$ cat src/rtl/fly_swarm_controller.sv
// fly_swarm_controller: owns the fly formation (positions + alive flags).
// Marches the formation once per frame, steps it down at the screen edges,
// and resolves player bullets by scanning one fly per cycle.
// Ports:
//   clk, rst_n                 clock, async active-low reset
//   frame_tick, start          per-frame pulse, new-wave pulse
//   bullet_valid/x/y           bullet point to test (accepted only when !busy)
//   busy                       bullet would be dropped this cycle
//   fly_x_flat/fly_y_flat      fly i at bits [i*10 +: 10]
//   fly_alive                  alive flags
//   hit/hit_idx/miss           bullet scan result (hit_idx held until next hit)
//   wave_clear, invaded        end-of-wave pulses

// Per-fly move evaluation: edge flags, next position, invasion flag.
module fly_swarm_lane #(
  parameter int STEP_X   = 2,
  parameter int STEP_Y   = 16,
  parameter int MIN_X    = 0,
  parameter int MAX_X    = 608,
  parameter int BOTTOM_Y = 400
) (
  input  logic [9:0] x,
  input  logic [9:0] y,
  input  logic       alive,
  input  logic       dir,
  input  logic       move_down,
  output logic       at_right,
  output logic       at_left,
  output logic       low,
  output logic [9:0] nx,
  output logic [9:0] ny
);
  logic [10:0] x11, ny11;

  // 11-bit operands so the edge compares never wrap; left edge never subtracts
  assign x11      = {1'b0, x};
  assign at_right = alive && (x11 + 11'(STEP_X) > 11'(MAX_X));
  assign at_left  = alive && (x11 < 11'(MIN_X + STEP_X));
  assign ny11     = {1'b0, y} + (move_down ? 11'(STEP_Y) : 11'd0);
  assign low      = alive && (ny11 >= 11'(BOTTOM_Y));
  assign nx       = move_down ? x : (dir ? x - 10'(STEP_X) : x + 10'(STEP_X));
  assign ny       = ny11[9:0];
endmodule

module fly_swarm_controller #(
  parameter int FLY_COUNT = 16,
  parameter int COLS      = 8,
  parameter int START_X   = 64,
  parameter int START_Y   = 40,
  parameter int SPACING_X = 48,
  parameter int SPACING_Y = 40,
  parameter int STEP_X    = 2,
  parameter int STEP_Y    = 16,
  parameter int MIN_X     = 0,
  parameter int MAX_X     = 608,
  parameter int BOTTOM_Y  = 400
) (
  input  logic                         clk,
  input  logic                         rst_n,
  input  logic                         frame_tick,
  input  logic                         start,
  input  logic                         bullet_valid,
  input  logic [9:0]                   bullet_x,
  input  logic [9:0]                   bullet_y,
  output logic                         busy,
  output logic [10*FLY_COUNT-1:0]      fly_x_flat,
  output logic [10*FLY_COUNT-1:0]      fly_y_flat,
  output logic [FLY_COUNT-1:0]         fly_alive,
  output logic                         hit,
  output logic [$clog2(FLY_COUNT)-1:0] hit_idx,
  output logic                         miss,
  output logic                         wave_clear,
  output logic                         invaded
);
  localparam int IW = $clog2(FLY_COUNT);

  typedef enum logic [1:0] {IDLE, RUN, MOVE, SCAN} state_t;
  state_t state, state_n;

  logic [FLY_COUNT-1:0][9:0] fx, fy, nx, ny;
  logic [FLY_COUNT-1:0]      right_v, left_v, low_v, kill_mask, alive_after;
  logic                      dir, pend_move, pend_scan, move_down, invade;
  logic [9:0]                bx, by;
  logic [IW-1:0]             idx;
  logic [10:0]               cx, cy, bx11, by11;
  logic                      hit_now, last, scan_done;

  assign fly_x_flat = fx;
  assign fly_y_flat = fy;

  function automatic logic [9:0] start_x(input int i);
    return 10'(START_X + (i % COLS) * SPACING_X);
  endfunction
  function automatic logic [9:0] start_y(input int i);
    return 10'(START_Y + (i / COLS) * SPACING_Y);
  endfunction

  genvar g;
  generate
    for (g = 0; g < FLY_COUNT; g++) begin : g_lane
      fly_swarm_lane #(
        .STEP_X(STEP_X), .STEP_Y(STEP_Y), .MIN_X(MIN_X),
        .MAX_X(MAX_X), .BOTTOM_Y(BOTTOM_Y)
      ) u_lane (
        .x(fx[g]), .y(fy[g]), .alive(fly_alive[g]), .dir(dir),
        .move_down(move_down), .at_right(right_v[g]), .at_left(left_v[g]),
        .low(low_v[g]), .nx(nx[g]), .ny(ny[g])
      );
    end
  endgenerate

  assign move_down = dir ? |left_v : |right_v;
  assign invade    = |low_v;

  // Scan datapath: one fly per cycle, 32x32 hit box
  always_comb begin
    cx        = {1'b0, fx[idx]};
    cy        = {1'b0, fy[idx]};
    bx11      = {1'b0, bx};
    by11      = {1'b0, by};
    hit_now   = fly_alive[idx] && (bx11 >= cx) && (bx11 < cx + 11'd32)
                && (by11 >= cy) && (by11 < cy + 11'd32);
    last      = (idx == IW'(FLY_COUNT - 1));
    scan_done = hit_now || last;
    kill_mask = '0;
    kill_mask[idx] = hit_now;
    alive_after = fly_alive & ~kill_mask;
  end

  always_ff @(posedge clk or negedge rst_n) begin
    if (!rst_n) state <= IDLE;
    else        state <= state_n;
  end

  always_comb begin
    state_n = state;
    if (start) state_n = RUN;
    else begin
      case (state)
        IDLE: state_n = IDLE;
        RUN: begin
          if (frame_tick)        state_n = MOVE;
          else if (bullet_valid) state_n = SCAN;
        end
        MOVE: begin
          if (invade)         state_n = IDLE;
          else if (pend_scan) state_n = SCAN;
          else                state_n = RUN;
        end
        SCAN: begin
          // a tick landing on the exit cycle is honoured rather than lost
          if (scan_done) begin
            if (alive_after == '0)            state_n = IDLE;
            else if (pend_move || frame_tick) state_n = MOVE;
            else                              state_n = RUN;
          end
        end
        default: state_n = IDLE;
      endcase
    end
  end

  always_ff @(posedge clk or negedge rst_n) begin
    if (!rst_n) begin
      fx <= '0; fy <= '0; fly_alive <= '0;
      dir <= 1'b0; pend_move <= 1'b0; pend_scan <= 1'b0;
      bx <= '0; by <= '0; idx <= '0;
      busy <= 1'b0; hit <= 1'b0; hit_idx <= '0; miss <= 1'b0;
      wave_clear <= 1'b0; invaded <= 1'b0;
    end else begin
      hit <= 1'b0; miss <= 1'b0; wave_clear <= 1'b0; invaded <= 1'b0;
      busy <= (state_n != RUN);
      if (start) begin
        for (int i = 0; i < FLY_COUNT; i++) begin
          fx[i] <= start_x(i);
          fy[i] <= start_y(i);
        end
        fly_alive <= '1;
        dir <= 1'b0; pend_move <= 1'b0; pend_scan <= 1'b0;
      end else begin
        case (state)
          RUN: begin
            if (bullet_valid) begin
              bx <= bullet_x; by <= bullet_y; idx <= '0;
              if (frame_tick) pend_scan <= 1'b1;
            end
          end
          MOVE: begin
            fx <= nx; fy <= ny;
            dir <= dir ^ move_down;
            pend_scan <= 1'b0;
            if (invade) begin
              invaded <= 1'b1;
              fly_alive <= '0;
            end
          end
          SCAN: begin
            if (frame_tick) pend_move <= 1'b1;
            if (hit_now) begin
              fly_alive <= alive_after;
              hit <= 1'b1;
              hit_idx <= idx;
              if (alive_after == '0) wave_clear <= 1'b1;
            end
            if (scan_done) begin
              miss <= !hit_now;
              pend_move <= 1'b0;
            end else begin
              idx <= idx + 1'b1;
            end
          end
          default: ;
        endcase
      end
    end
  end
endmodule

$ cat config.mk
export PLATFORM = sky130hd
export DESIGN_NAME = fly_swarm_controller
export DESIGN_NICKNAME = d
export VERILOG_FILES = /design/src/rtl/fly_swarm_controller.sv
export SDC_FILE = /design/constraint.sdc
export NUM_CORES = 1
export LEC_CHECK = 0
export BUFFER_PORTS_ARGS = -buffer_cell sky130_fd_sc_hd__buf_2
export CAP_MARGIN = 40
export CORE_MARGIN = 2
export CORE_UTILIZATION = 55
export CTS_CLUSTER_DIAMETER = 200
export CTS_CLUSTER_SIZE = 16
export DETAILED_ROUTE_END_ITERATION = 12
export PLACE_DENSITY = 0.79
export REMOVE_ABC_BUFFERS = 1
export SKIP_CTS_REPAIR_TIMING = 1
export SYNTH_ARGS = -nofsm -noshare
export SYNTH_HDL_FRONTEND = slang
export SYNTH_HIERARCHICAL = 1
export SYNTH_SLANG_ARGS = --single-unit
$ cat constraint.sdc
create_clock -name clk -period 6.5 [get_ports clk]
set_input_delay 1.3 -clock clk [delete_from_list [all_inputs] [get_ports clk]]
set_output_delay 1.3 -clock clk [all_outputs]
set_load 0.02 [all_outputs]
# --- After elaboration in Yosys (flattened, before gate mapping) ---
# Cells that the tools add are included.
# W data, S select, Z words.
totals:
  register_bits: 374
  output_inout_bits: 345
classes:
  n_addsub: 67
  order_cmp: 54
  eq_ne: 12
  mux: 84
  bitwise: 5
  n_reduce_logical: 74
ops:
  columns: ["op", "n"]
  rows:
  - ["$mux W160", 4]
  - ["$mux W10", 34]
  - ["$add A10 B2 Y11 const B", 16]
  - ["$ge A11 B9 Y1 const B", 16]
  - ["$gt A11 B10 Y1 const B", 16]
  - ["$add A10 B2 Y10 const B", 16]
  - ["$lt A10 B2 Y1 const B", 16]
  - ["$sub A10 B2 Y10 const B", 16]
  - ["$add A10 B5 Y11", 9]
  - ["$bmux W10 S4", 2]
  - ["$add A10 B11 Y11", 7]
  - ["$logic_and A1 B1 Y1", 53]
  - ["$mux W16", 3]
  - ["$reduce_or A16 Y1", 3]
  - ["$and A16 B16 Y16", 2]
  - ["$pmux W16 S2", 1]
  - ["$mux W1", 24]
  - ["$add A10 B6 Y11 const B", 2]
  - ["$lt A10 B11 Y1", 2]
  - ["$ge A10 B10 Y1", 2]
  - ["$logic_not A16 Y1", 1]
  - ["$mux W2", 8]
  - ["$not A16 Y16", 1]
  - ["$ne A3 B3 Y1 const B", 4]
  - ["25 further kinds", 38]

# --- Logic depth before layout (Yosys ltp) ---
# Gate-level depths: netlist (run 1).
depth:
  ltp_word: 16
  mapped_depth: 25

# --- By module ---
# Netlist (run 1), hierarchy kept.
by_module_without_submodules:
  columns: ["module", "n_inst", "cells_each", "area_each_um2", "seq_area_each_um2"]
  rows:
  - ["fly_swarm_controller", 1, 1254, 17309.1, 9359.0]
  - ["fly_swarm_lane at g_lane[0].u_lane ...", 14, 101, 725.7, 0.0]
  - ["fly_swarm_lane at g_lane[14].u_lane", 1, 119, 817.0, 0.0]
  - ["fly_swarm_lane at g_lane[9].u_lane", 1, 112, 726.9, 0.0]

# --- Worst setup path after synthesis (run 1) ---
# Ideal clock, no wire load.
synth_path:
  path_kind: "register -> register"
  startpoint: "register fx (netlist bit fly_x_flat[141])"
  endpoint: "register fly_alive[0]"
  arrival_ns: 6.362
  required_ns: 6.435
  setup_slack_ns: 0.073
  stages_incl_launch_ff: 26
  path_buffers: 2
  period_less_slack_ns: 6.427
  path_cell_list: "dfrtp_1 buf_2 inv_1 ha_1 nor3b_1 a211o_1 a211o_1 a311oi_2 nor4_1 nand4_1 nor2_1 a21oi_1 ha_1 ha_1 o211ai_1 mux2i_1 a22oi_1 o22ai_1 nor4_1 nand4_1 nor2_1 inv_1 a31o_2 clkbuf_1 nand2_1 a21o_1"
synth_rtl:
  columns: ["item", "line", "rtl"]
  rows:
  - ["from (decl)", "80", "logic [FLY_COUNT-1:0][9:0] fx, fy, nx, ny;"]
  - ["from (signal, indexed assignment)", "175", "fx[i] <= start_x(i);"]
  - ["from (signal assigned)", "189", "fx <= nx; fy <= ny;"]
  - ["to (signal assigned)", "200", "fly_alive <= alive_after;"]
  - ["to (decl)", "68", "output logic [FLY_COUNT-1:0] fly_alive,"]

==> flow_metrics.tcl, run 1 <==
set metrics [dict create \
    status "finished clean" \
    reg2reg_setup_slack_ns 0.49 \
    critPathRequiredTime_ns 7.04 \
    ys_warn_count 6 \
    power_density_nw_per_um2 191 \
    placedInstanceArea_um2 30100 \
    syn_avg_cell_area_um2 10.0 \
    grt_pass1_wl_um 141000 \
    yosysUniqueCellTypes 94 \
    core-area_um2 52300 \
    timing.rr.end "fly_alive[2]$_DFFE_PN0P_" \
    synth_edf_count 0 \
    drive_above_1_share_pct 23.6 \
    grt_antenna_before_repair 3 \
    gp_congestion 0.946 \
    start_kind "flip-flop" \
    rsz0062_at_grt "false" \
    synth_area_um2 29000 \
    netlist_instances 2899 \
    final_util_pct 59.0 \
    grt-ovfl-total 0 \
    fmax_mhz 166 \
    synth-async-reset-ratio_pct 100 \
    setup_tns_ns 0 \
    die_x_um 234 \
    holdPathStages 1 \
    slew_violations 0 \
    initial_core_util_pct 55.4 \
    grt_pass1_vias 23600 \
    cp_max_fo 35 \
    fin_skew_ns 0.0271 \
    totalWireLength_um 91900 \
    wl_per_cell_um 25.0 \
    drc 0 \
    fin_cells 3681 \
    setup_viol 0 \
    grt_max_degree 166 \
    leakage_nw 13.3 \
    avgViaCountPerCell 6.90 \
    clockRootBuffer "clkbuf_16" \
    drtIter0Drc 3375 \
    slew-limit-headroom_pct 36.9 \
    whs_endpoint "hit_idx[0]$_DFFE_PN0P_" \
    dieArea_um2 54600 \
    ff2ff_path_depth 25 \
    hp-class "flip-flop to flip-flop" \
    cts_made_buffers 27 \
    num-fill-cells 4448 \
    area_growth_pct 6.46 \
    io_pins 370 \
    rows 84 \
    track_usage_pct 32.7 \
    dr.pass1.iters 8 \
    r2r-start "fly_x_flat[52]$_DFFE_PN0N_" \
    dp_hpwl_um 63400 \
    dominantRegCellSynth "dfrtp_1" \
    ys_seq_area_share_pct 32.3 \
    dp_cells 3646 \
    clkLatencyLatePin_ns 0.62 \
    portBuffers 369 \
    hold_start "hit_idx[0]$_DFFE_PN0P_" \
    arrival_ns 6.56 \
    clock_path_buffers 3 \
    ir_drop_v 0.000199 \
    hold_viol_final 0 \
    cts.sinks 374 \
    clk_pin_slew_ns 0.07 \
    cts_max_level 1 \
    post-route-period-util_pct 92.5 \
    max-cap-violations 0 \
    worst_pin_slew_ns 0.946 \
    nNetsFinal 3114 \
    worstSetupPathType "flip-flop to flip-flop" \
    die_h_um 234 \
    ant_nets 0 \
    report.power.total_w 0.00590 \
    cts_tree "done" \
    ys_ff_latch 374 \
    vias 25400 \
    layout_min_cycle_time_ns 6.01 \
    endpoint_kind "flip-flop" \
    final_area_um2 30900 \
]
cell type report:
class,count,area [µm²],share of cell area (%)
Antenna cell,2,5.00,0.0162
Clock buffer,29,683,2.21
Clock inverter,2,31.3,0.101
Inverter,77,289,0.936
Multi-Input combinational cell,2077,17100,55.5
Sequential cell,374,9390,30.4
Tap cell,688,861,2.79
Timing Repair Buffer,432,2480,8.04
cell usage after synthesis (all sizes together), types with 21 or more instances:
| master | count | area, µm² |
|---|---|---|
| and4 | 35 | 328 |
| o21ai | 48 | 240 |
| dfrtp | 374 | 9360 |
| nand3 | 105 | 611 |
| nand3b | 21 | 158 |
| nor3 | 58 | 295 |
| mux2 | 23 | 259 |
| inv | 76 | 285 |
| a22oi | 36 | 270 |
| o22a | 71 | 622 |
| ha | 100 | 1250 |
| a211oi | 32 | 240 |
| nand2 | 166 | 626 |
| o211ai | 22 | 170 |
| xor2 | 143 | 1250 |
| nand2b | 34 | 213 |
| o2111ai | 31 | 278 |
| nor4 | 47 | 517 |
| mux2i | 48 | 480 |
| xnor2 | 88 | 771 |
| mux4 | 96 | 2160 |
| nand4 | 78 | 488 |
| nor2 | 100 | 378 |
| nor2b | 21 | 131 |
| a21oi | 124 | 624 |
| a22o | 254 | 2230 |
| clkbuf | 134 | 521 |
| buf | 237 | 1740 |
| o22ai | 34 | 213 |
critical path, cell delays in order, from the launching register on:
cell	delay (ns)
dfrtp_1	0.67
inv_1	0.13
ha_1	0.37
nor3b_1	0.30
a41oi_1	0.19
a22oi_1	0.22
a211oi_1	0.11
nor4_1	0.41
nand4_1	0.20
nor2_1	0.20
a21oi_4	0.05
buf_12	0.20
ha_1	0.22
ha_1	0.33
o211ai_1	0.23
mux2i_1	0.11
a22oi_1	0.20
o22ai_1	0.11
nor4_1	0.33
clkbuf_2	0.23
nand4_1	0.22
nor2_1	0.23
inv_1	0.07
a31o_2	0.36
nand2_1	0.13
a21o_1	0.12
logic make-up (layout without fill, tap and decap cells):
group           after synthesis  count (layout)  share of synthesized area [%]
buf+inv                     448             540                           8.78
flops                       374             374                           32.3
other cells                   0               2                              0
xor+xnor                    231             231                           6.97
fa+ha+maj                   100             100                           4.31
compound gates              773             773                           20.9
simple gates                806             806                           16.8
mux                         167             167                           10.0
registers in the layout, indices dropped and copies added, names as in the netlist, 2 cells and up:
name / flops
by: 10
state: 2
bx: 10
hit_idx: 4
idx: 4
fly_alive: 16
fly_x_flat: 160
fly_y_flat: 160
stage by stage:
stage / worst slack, ns / hold slack (ns)
after global routing: 0.0121 / 0.539
after detailed placement: 0.0603 / 0.494
after global placement: 0.0978 / 0.487
after CTS: 0.00388 / 0.510
after floorplan: -7.24 / 0.488
final: 0.486 / 0.517
how the worst max path moves through the flow:
stage                           startpoint                       end  slack, ns  cells past startpoint
2_1_floorplan              dir$_DFFE_PN0N_            busy$_DFF_PN0_      -7.24                     16
3_3_place_gp   fly_x_flat[132]$_DFFE_PN0N_            busy$_DFF_PN0_        0.1                     26
3_5_place_dp   fly_x_flat[132]$_DFFE_PN0N_            busy$_DFF_PN0_       0.06                     25
4_1_cts        fly_x_flat[132]$_DFFE_PN0N_            busy$_DFF_PN0_      0.004                     26
5_1_grt         fly_x_flat[41]$_DFFE_PN0N_            busy$_DFF_PN0_       0.01                     26
6_report        fly_x_flat[52]$_DFFE_PN0N_  fly_alive[2]$_DFFE_PN0P_       0.49                     25
where the power goes:
part	leakage [nW]	internal (W)	switching (W)
combinational	8.23	0.000696	0.000939
clock	0.351	0.000749	0.000884
sequential	4.72	0.00242	0.000206
layer usage:
metal	global-route usage [%]	wire length (µm)
met5	0	0
met4	13.1	3880
met3	6.49	8880
met2	49.3	41600
met1	46.2	37500
cell usage in the layout, fill, tap and decap left out, types with 96 or more instances in the layout:
master	synthesis	layout
buf_2	87	368
dfrtp_1	374	357
ha_1	100	100
mux4_2	96	96
nor2_1	99	98
a22o_1	253	253
xor2_1	143	143
nand2_1	165	165
a21oi_1	123	122
Power figures use the tool's default switching activity.
==> run 2, diff against run 1 <==
==> constraint.sdc (replaced) <==
create_clock -name clk -period 6.5 [get_ports clk]
set_input_delay 0.975 -clock clk [delete_from_list [all_inputs] [get_ports clk]]
set_output_delay 0.975 -clock clk [all_outputs]
set_load 0.02 [all_outputs]
==> flow_metrics.tcl, run 2 (same netlist as run 1, synthesis figures left out) <==
set metrics [dict create \
    drc 0 \
    cp_max_fo 15 \
    arrival_ns 6.53 \
    drtIter0Drc 3042 \
    vias 25400 \
    portBuffers 369 \
    power_density_nw_per_um2 191 \
    clockRootBuffer "clkbuf_16" \
    cts_tree "done" \
    die_x_um 234 \
    grt_max_degree 140 \
    ir_drop_v 0.000189 \
    cp_slowest_cell "dfrtp_2" \
    setup_tns_ns 0 \
    critPathCapture "busy$_DFF_PN0_" \
    final_util_pct 59.1 \
    cts_max_level 1 \
    path_buf_inv 2 \
    reg2reg_setup_slack_ns 0.51 \
    io_pins 370 \
    wl_per_cell_um 24.8 \
    hp-class "input pin to asynchronous set/reset pin" \
    core-area_um2 52300 \
    slew-limit-headroom_pct 31.4 \
    worst_pin_slew_ns 1.03 \
    wl_met2_um 42400 \
    setup_viol 0 \
    timing.rr.end "busy$_DFF_PN0_" \
    cts.sinks 374 \
    drive_above_1_share_pct 23.8 \
    r2r-start "fly_x_flat[51]$_DFFE_PN0N_" \
    area_growth_pct 6.70 \
    gp_congestion 0.946 \
    ff2ff_path_depth 25 \
    final_common_cell "buf_2" \
    fin_skew_ns 0.0232 \
    dr.max_layer_used "met5" \
    crit_cells 25 \
    track_usage_pct 32.5 \
    cp_top_family "simple AND/OR/NAND/NOR gates" \
    cts_made_buffers 27 \
    grt_pass1_vias 23500 \
    worstSetupPathType "flip-flop to flip-flop" \
    rsz0062_at_grt "false" \
    status "finished clean" \
    clk_pin_slew_ns 0.09 \
    cp-startpoint "fly_x_flat[51]$_DFFE_PN0N_" \
    layout_min_cycle_time_ns 5.99 \
    avgViaCountPerCell 6.87 \
    endpoint_kind "flip-flop" \
    ant_nets 0 \
    die_h_um 234 \
    report.power.total_w 0.00591 \
    leakage_nw 13.4 \
    post-route-period-util_pct 92.1 \
    mostFrequentLayoutCells "buf_2 (368), dfrtp_1 (358), a22o_1 (253)" \
    clkLatencyLatePin_ns 0.62 \
    rows 84 \
    totalWireLength_um 91600 \
    fmax_mhz 167 \
    nNetsFinal 3121 \
    slew_violations 0 \
    initial_core_util_pct 55.4 \
    start_kind "flip-flop" \
    max-cap-violations 0 \
    clock_path_buffers 3 \
    hold_viol_final 0 \
    grt_pass1_wl_um 140000 \
    grt-ovfl-total 0 \
    dr.pass1.iters 6 \
    wl_met1_um 36800 \
    dp_hpwl_um 63200 \
    slowest_delay_ns 0.55 \
    grt_antenna_before_repair 5 \
    dieArea_um2 54600 \
    critPathRequiredTime_ns 7.04 \
    met3_length_um 9090 \
]
## run 2: cell types whose count changed in the layout (fill, tap and decap cells not counted), sizes merged
| cell | delta |
|---|---|
| buf | +8 |
| clkbuf | -2 |
| diode | +2 |
| clkdlybuf4s15 | +1 |
## run 2: per-stage QoR
step           hold WS [ns]  setup slack (ns)  std cells  area [µm²]
2_1_floorplan         0.488             -7.24       2528       26800
3_3_place_gp          0.489             0.207       3646       30000
3_5_place_dp          0.492             0.153       3651       30200
4_1_cts               0.474             0.110       3682       30900
5_1_grt               0.490            0.0328       3687       30900
6_report              0.418             0.513       3690       31000
## run 2: worst min path at each step
stage	from	endpoint	cells past startpoint
after floorplan	bx[1]$_DFFE_PN0P_	bx[1]$_DFFE_PN0P_	1
after global placement	hit_idx[1]$_DFFE_PN0P_	hit_idx[1]$_DFFE_PN0P_	1
after detailed placement	hit_idx[1]$_DFFE_PN0P_	hit_idx[1]$_DFFE_PN0P_	1
after CTS	rst_n	fly_x_flat[113]$_DFFE_PN0N_	1
after global routing	rst_n	fly_x_flat[110]$_DFFE_PN0N_	1
final	rst_n	fly_x_flat[87]$_DFFE_PN0N_	1
## run 2: layout make-up
cell class                      count  area, µm²
Inverter                           77        289
Multi-Input combinational cell   2077      17200
Antenna cell                        4       10.0
Clock inverter                      2       31.3
Timing Repair Buffer              439       2530
Tap cell                          688        861
Sequential cell                   374       9390
Fill cell                        4438      21400
Clock buffer                       29        683
## run 2: metal layers
metal  GRT usage [%]  vias up
li1                -    11200
met1            46.2    12600
met2            50.2     1373
met3            5.76      214
met4            10.8        6
met5               0        -
## run 2: power by group
group | total, W | internal [W] | switching (W)
sequential | 0.00266 | 0.00242 | 0.000239
clock | 0.00164 | 0.000749 | 0.000890
combinational | 0.00161 | 0.000701 | 0.000912
total | 0.00591 | 0.00387 | 0.00204
